`src/rtl/padder_pkg.sv`:
```
// Shared types and helpers for the padder_pipe pipelined adder.
// Build option: PADDER_SAT_EN enables output saturation in padder_pipe.
package padder_pkg;

    localparam int MAX_WIDTH  = 64;
    localparam int DEF_WIDTH  = 8;
    localparam int DEF_STAGES = 2;
    localparam int CHUNK      = DEF_WIDTH / DEF_STAGES;

    // Per-stage control record; sum slices and pending operand slices travel beside it.
    typedef struct packed {
        logic valid;
        logic carry;
        logic a_msb;
        logic b_msb;
    } stage_ctrl_t;

    // Saturation value: all ones (unsigned), or most negative/positive two's complement value.
    function automatic logic [MAX_WIDTH-1:0] sat_value(input bit is_signed, input logic neg,
                                                       input int width);
        logic [MAX_WIDTH-1:0] v;
        v = '0;
        for (int i = 0; i < MAX_WIDTH; i++) begin
            if (i < width - 1) begin
                v[i] = is_signed ? ~neg : 1'b1;
            end else if (i == width - 1) begin
                v[i] = is_signed ? neg : 1'b1;
            end else begin
                v[i] = 1'b0;
            end
        end
        return v;
    endfunction

endpackage

```
`src/rtl/padder_stage.sv`:
```
// One slice of the pipelined adder: adds slice K of the operands plus incoming carry
// and registers the partial sum, carry and still-pending operand bits.
module padder_stage
    import padder_pkg::*;
#(
    parameter int WIDTH = 8,
    parameter int SLICE = 4,
    parameter int K     = 0
) (
    input  logic             clk,
    input  logic             rst,
    input  logic             en,
    input  stage_ctrl_t      ctrl_in,
    input  logic [WIDTH-1:0] a_in,
    input  logic [WIDTH-1:0] b_in,
    input  logic [WIDTH-1:0] sum_in,
    output stage_ctrl_t      ctrl_out,
    output logic [WIDTH-1:0] a_out,
    output logic [WIDTH-1:0] b_out,
    output logic [WIDTH-1:0] sum_out
);

    logic [SLICE:0]   slice_sum;
    logic [WIDTH-1:0] sum_next;

    // Slice adder; lower result slices from earlier stages pass through untouched.
    always_comb begin
        slice_sum = {1'b0, a_in[K*SLICE +: SLICE]} + {1'b0, b_in[K*SLICE +: SLICE]}
                  + {{SLICE{1'b0}}, ctrl_in.carry};
        sum_next  = sum_in;
        sum_next[K*SLICE +: SLICE] = slice_sum[SLICE-1:0];
    end

    // Stage register: loads only when the whole pipe advances.
    always_ff @(posedge clk or posedge rst) begin
        if (rst) begin
            ctrl_out <= '0;
            a_out    <= '0;
            b_out    <= '0;
            sum_out  <= '0;
        end else if (en) begin
            ctrl_out <= '{valid: ctrl_in.valid, carry: slice_sum[SLICE],
                          a_msb: ctrl_in.a_msb, b_msb: ctrl_in.b_msb};
            a_out    <= a_in;
            b_out    <= b_in;
            sum_out  <= sum_next;
        end
    end

endmodule

```
`src/rtl/padder_pipe.sv`:
```
// Pipelined WIDTH-bit adder, STAGES slices, valid/ready handshake, carry/overflow flags.
// Build option: define PADDER_SAT_EN to saturate O on carry (unsigned) or overflow (signed).
module padder_pipe
    import padder_pkg::*;
#(
    parameter int WIDTH  = 8,
    parameter int STAGES = 2,
    parameter bit SIGNED = 1'b0
) (
    input  logic             clk,
    input  logic             rst,
    input  logic             in_valid,
    output logic             in_ready,
    input  logic [WIDTH-1:0] A,
    input  logic [WIDTH-1:0] B,
    output logic             out_valid,
    input  logic             out_ready,
    output logic [WIDTH-1:0] O,
    output logic             cout,
    output logic             ovf
);

    localparam int CHUNK_W = WIDTH / STAGES;

    if ((STAGES < 1) || (STAGES > WIDTH) || (WIDTH % STAGES != 0) || (WIDTH > MAX_WIDTH)) begin : g_bad_cfg
        $error("padder_pipe: WIDTH must be a multiple of STAGES, 1 <= STAGES <= WIDTH <= MAX_WIDTH");
    end

    logic        adv;
    stage_ctrl_t ctrl_q [STAGES];
    logic [WIDTH-1:0] a_q   [STAGES];
    logic [WIDTH-1:0] b_q   [STAGES];
    logic [WIDTH-1:0] sum_q [STAGES];

    // Every stage shifts together; a held result freezes the entire pipe.
    assign adv      = out_ready | ~out_valid;
    assign in_ready = adv;

    for (genvar k = 0; k < STAGES; k++) begin : g_stage
        stage_ctrl_t      ctrl_d;
        logic [WIDTH-1:0] a_d;
        logic [WIDTH-1:0] b_d;
        logic [WIDTH-1:0] sum_d;

        if (k == 0) begin : g_first
            assign ctrl_d = '{valid: in_valid, carry: 1'b0, a_msb: A[WIDTH-1], b_msb: B[WIDTH-1]};
            assign a_d    = A;
            assign b_d    = B;
            assign sum_d  = '0;
        end else begin : g_next
            assign ctrl_d = ctrl_q[k-1];
            assign a_d    = a_q[k-1];
            assign b_d    = b_q[k-1];
            assign sum_d  = sum_q[k-1];
        end

        padder_stage #(
            .WIDTH (WIDTH),
            .SLICE (CHUNK_W),
            .K     (k)
        ) u_stage (
            .clk      (clk),
            .rst      (rst),
            .en       (adv),
            .ctrl_in  (ctrl_d),
            .a_in     (a_d),
            .b_in     (b_d),
            .sum_in   (sum_d),
            .ctrl_out (ctrl_q[k]),
            .a_out    (a_q[k]),
            .b_out    (b_q[k]),
            .sum_out  (sum_q[k])
        );
    end

    stage_ctrl_t      last;
    logic [WIDTH-1:0] raw;
    logic             raw_ovf;

    assign last      = ctrl_q[STAGES-1];
    assign raw       = sum_q[STAGES-1];
    assign out_valid = last.valid;
    assign cout      = last.carry;
    assign ovf       = raw_ovf;

    // Flag from the final stage register: carry out, or sign overflow from the carried operand MSBs.
    always_comb begin
        if (SIGNED) begin
            raw_ovf = (last.a_msb == last.b_msb) && (raw[WIDTH-1] != last.a_msb);
        end else begin
            raw_ovf = last.carry;
        end
    end

`ifdef PADDER_SAT_EN
    // Clamp the result whenever the raw flag fires; flags still report the raw condition.
    always_comb begin
        if (raw_ovf) begin
            O = WIDTH'(sat_value(SIGNED, last.a_msb, WIDTH));
        end else begin
            O = raw;
        end
    end
`else
    // Wrapped sum straight from the final stage.
    always_comb begin
        O = raw;
    end
`endif

endmodule

```
`config.mk`:
```
export PLATFORM = sky130hd
export DESIGN_NAME = padder_pipe
export DESIGN_NICKNAME = d
export VERILOG_FILES = /design/src/rtl/padder_pkg.sv /design/src/rtl/padder_stage.sv /design/src/rtl/padder_pipe.sv
export SDC_FILE = /design/constraint.sdc
export NUM_CORES = 1
export LEC_CHECK = 0
export BUFFER_PORTS_ARGS = -buffer_cell sky130_fd_sc_hd__buf_2
export CORE_MARGIN = 3
export CORE_UTILIZATION = 64
export CTS_CLUSTER_SIZE = 30
export DETAILED_ROUTE_END_ITERATION = 8
export PLACE_DENSITY = 0.83
export RECOVER_POWER = 100
export SLEW_MARGIN = 10
export SYNTH_ARGS = -nofsm -noshare
export SYNTH_HDL_FRONTEND = slang
export SYNTH_HIERARCHICAL = 1
export SYNTH_SLANG_ARGS = --single-unit
```
`constraint.sdc`:
```
create_clock -name clk -period 4.6 [get_ports clk]
set_input_delay 0.46 -clock clk [delete_from_list [all_inputs] [get_ports clk]]
set_output_delay 0.46 -clock clk [all_outputs]
set_load 0.02 [all_outputs]
```
==> key figures <==
Floorplan
  • Die X: 51.8 µm
  • Number of core rows: 15
  • Initial core utilization: 0.721
  • Die H: 51.8 µm
  • Die area: 2680 µm²
  • Core area: 1860 µm²
  • IO Pins: 32

Drt
  • Wire length per cell: 14.7 µm
  • Via-per-instance ratio: 5.38
  • DR pass1 iterations: 4
  • Total Wirelength: 2.27 mm
  • Post-route ant nets: 0
  • Total number of vias: 829
  • Post-route DRC: 0
  • Initial drt markers: 9

Power and ir drop
  • Leakage Power: 0.000655 µW
  • VDD IR max: 0.000297 V
  • PD cells: 463 nW/µm²

Setup path
  • Crit path kind: reg2out
  • Crit-path most repeated cell: clkbuf_1
  • CP startpoint: g_stage[1].u_stage/ctrl_out[3]$_DFFE_PP0P_
  • Reg2Reg Launch Point: g_stage[1].u_stage/ctrl_out[3]$_DFFE_PP0P_
  • CP Max Fanout: 20
  • Setup crit end kind: output port
  • Slowest CP cell: clkbuf_1
  • Startpoint types: register
  • CP cell instances: nand2b_1 > clkbuf_1 > clkbuf_1
  • Crit-path max cell delay: 770 ps
  • CP arrival: 2300 ps
  • Worst endpoint required time: 4140 ps

Clocking
  • CTS sink cnt: 24
  • CTS tree: built
  • CTS Buf Count: 3
  • Post-CTS Resized: 0
  • Clock slew at reported path FFs: 130 ps
  • H-tree depth: 1
  • Root Buffer: clkbuf_4
  • Latest clock arrival within the worst-skew pair: 310 ps
  • Hold_buf cts: 0
  • Clk buf depth: 2
  • Number of buffers added for setup after CTS: 0

STA
  • Actual slew at the worst max-slew pin: 940 ps
  • Fmax: 362 MHz
  • Rel. slew slack: 0.373
  • Hold Vio Cnt, Final: 0
  • Clock Skew: 4.07 ps
  • Period utilisation layout: 0.600
  • Tmin final: 2760 ps
  • Max-slew violations: 0
  • Setup TNS: 0 ps
  • RSZ-0062 raised after global routing: no
  • Setup violations, final: 0
  • Hold_ws: 114 ps

Cells and area
  • Nets: 160
  • Filler Cell Count: 132
  • # diodes: 0
  • Share of cells above drive strength 1: 0.256
  • Area grow syn2layout: 5.14%

Synth
  • Synth warn: 6
  • Combined area of all synthesized cells: 1340 µm²
  • Syn_nets: 132
  • Avg Synthesized Cell Area: 13.1 µm²
  • Synth Instances: 102

Place
  • Number of port buffers: 31
  • GPL Wtd Cong: 0.770
  • Hpwl dp: 1.80 mm

Flow run
  • Max Cap Viol: 0

Global route
  • GR Overflow Total: 0
  • Vias in the first global route: 878
  • Gr usage total: 0.194
  • Largest net degree at the start of global routing: 21
  • First-pass GRT wire length: 3.81 mm
  • Initial antenna violation count: 0

Min path
  • Hold Path Class: in2async

Run status
  • Status: completed
[metal layers]
| layer | track usage | part of all wire | up-vias |
|---|---|---|---|
| met4 | 0.0742 | 0.013 | 0 |
| met2 | 0.341 | 0.50 | 31 |
| met3 | 0.0401 | 0.050 | 4 |
| li1 | - | - | 396 |
| met1 | 0.230 | 0.43 | 398 |
| met5 | 0 | 0 | - |
[area by class of cell]
class / instances / area (µm²) / area share
well taps: 25 / 31.3 / 0.0222
repair buffers: 32 / 143 / 0.101
inverters: 11 / 41.3 / 0.0293
multi-input cells: 58 / 557 / 0.395
flip-flops and latches: 24 / 601 / 0.426
clock buffers: 4 / 36.3 / 0.0258
[worst paths after layout]
check                                                             to  cells past startpoint  slack, ps
setup / recovery                                            in_ready                      3       1840
hold / removal             g_stage[1].u_stage/sum_out[5]$_DFFE_PP0P_                      2        110
setup reg to reg           g_stage[1].u_stage/sum_out[7]$_DFFE_PP0P_                      5       2330
hold reg to reg            g_stage[1].u_stage/sum_out[3]$_DFFE_PP0P_                      1        510
max in group asynchronous  g_stage[0].u_stage/sum_out[2]$_DFFE_PP0P_                      2       4090
min in group clk             g_stage[0].u_stage/b_out[6]$_DFFE_PP0P_                      2        370
[metrics by stage]
step	total power [µW]	instance area, µm²	std cells	setup slack [ps]	util
2_1_floorplan	532	1340	102	3050	-
3_3_place_gp	570	1420	150	2460	0.764
3_5_place_dp	584	1420	150	2410	0.764
4_1_cts	695	1460	154	2260	0.783
5_1_grt	693	1410	154	1680	0.758
6_report	652	1410	154	1840	0.758
[layout by cell type (no fill, tap or decap)]
| master | n |
|---|---|
| a21o_1 | 1 |
| a21oi_1 | 3 |
| a311oi_1 | 1 |
| a31oi_1 | 2 |
| buf_2 | 18 |
| clkbuf_1 | 14 |
| clkbuf_4 | 3 |
| clkbuf_8 | 1 |
| conb_1 | 1 |
| dfrtp_1 | 24 |
| fa_1 | 4 |
| ha_1 | 6 |
| inv_1 | 11 |
| mux2_1 | 8 |
| mux2_2 | 10 |
| nand2_4 | 1 |
| nand2b_1 | 2 |
| nand3_1 | 1 |
| nand3b_1 | 1 |
| nand4b_1 | 2 |
| nor2_1 | 4 |
| nor2b_1 | 3 |
| nor4bb_1 | 1 |
| o211ai_1 | 1 |
| o21ai_0 | 2 |
| o311a_1 | 1 |
| o311ai_0 | 1 |
| xnor2_1 | 2 |
[where the power goes]
| part | switching (µW) | internal, µW | total, µW |
|---|---|---|---|
| combinational | 142 | 97.2 | 239 |
| clock | 62.6 | 48.3 | 111 |
| sequential | 33.0 | 269 | 302 |
[worst max-delay path: cells and delay by family (launching register included)]
family                 cells  cell delay (ps)
buffers and inverters      2             1070
flip-flops                 1              410
AND/OR/NAND/NOR            1              500
[state kept, by name, summed over array words and instances, names as in the netlist]
signal,count
g_stage.u_stage/b_out,4
g_stage.u_stage/a_out,4
g_stage.u_stage/ctrl_out,4
g_stage.u_stage/sum_out,12
Note: power is estimated with default switching activity, not from simulation.
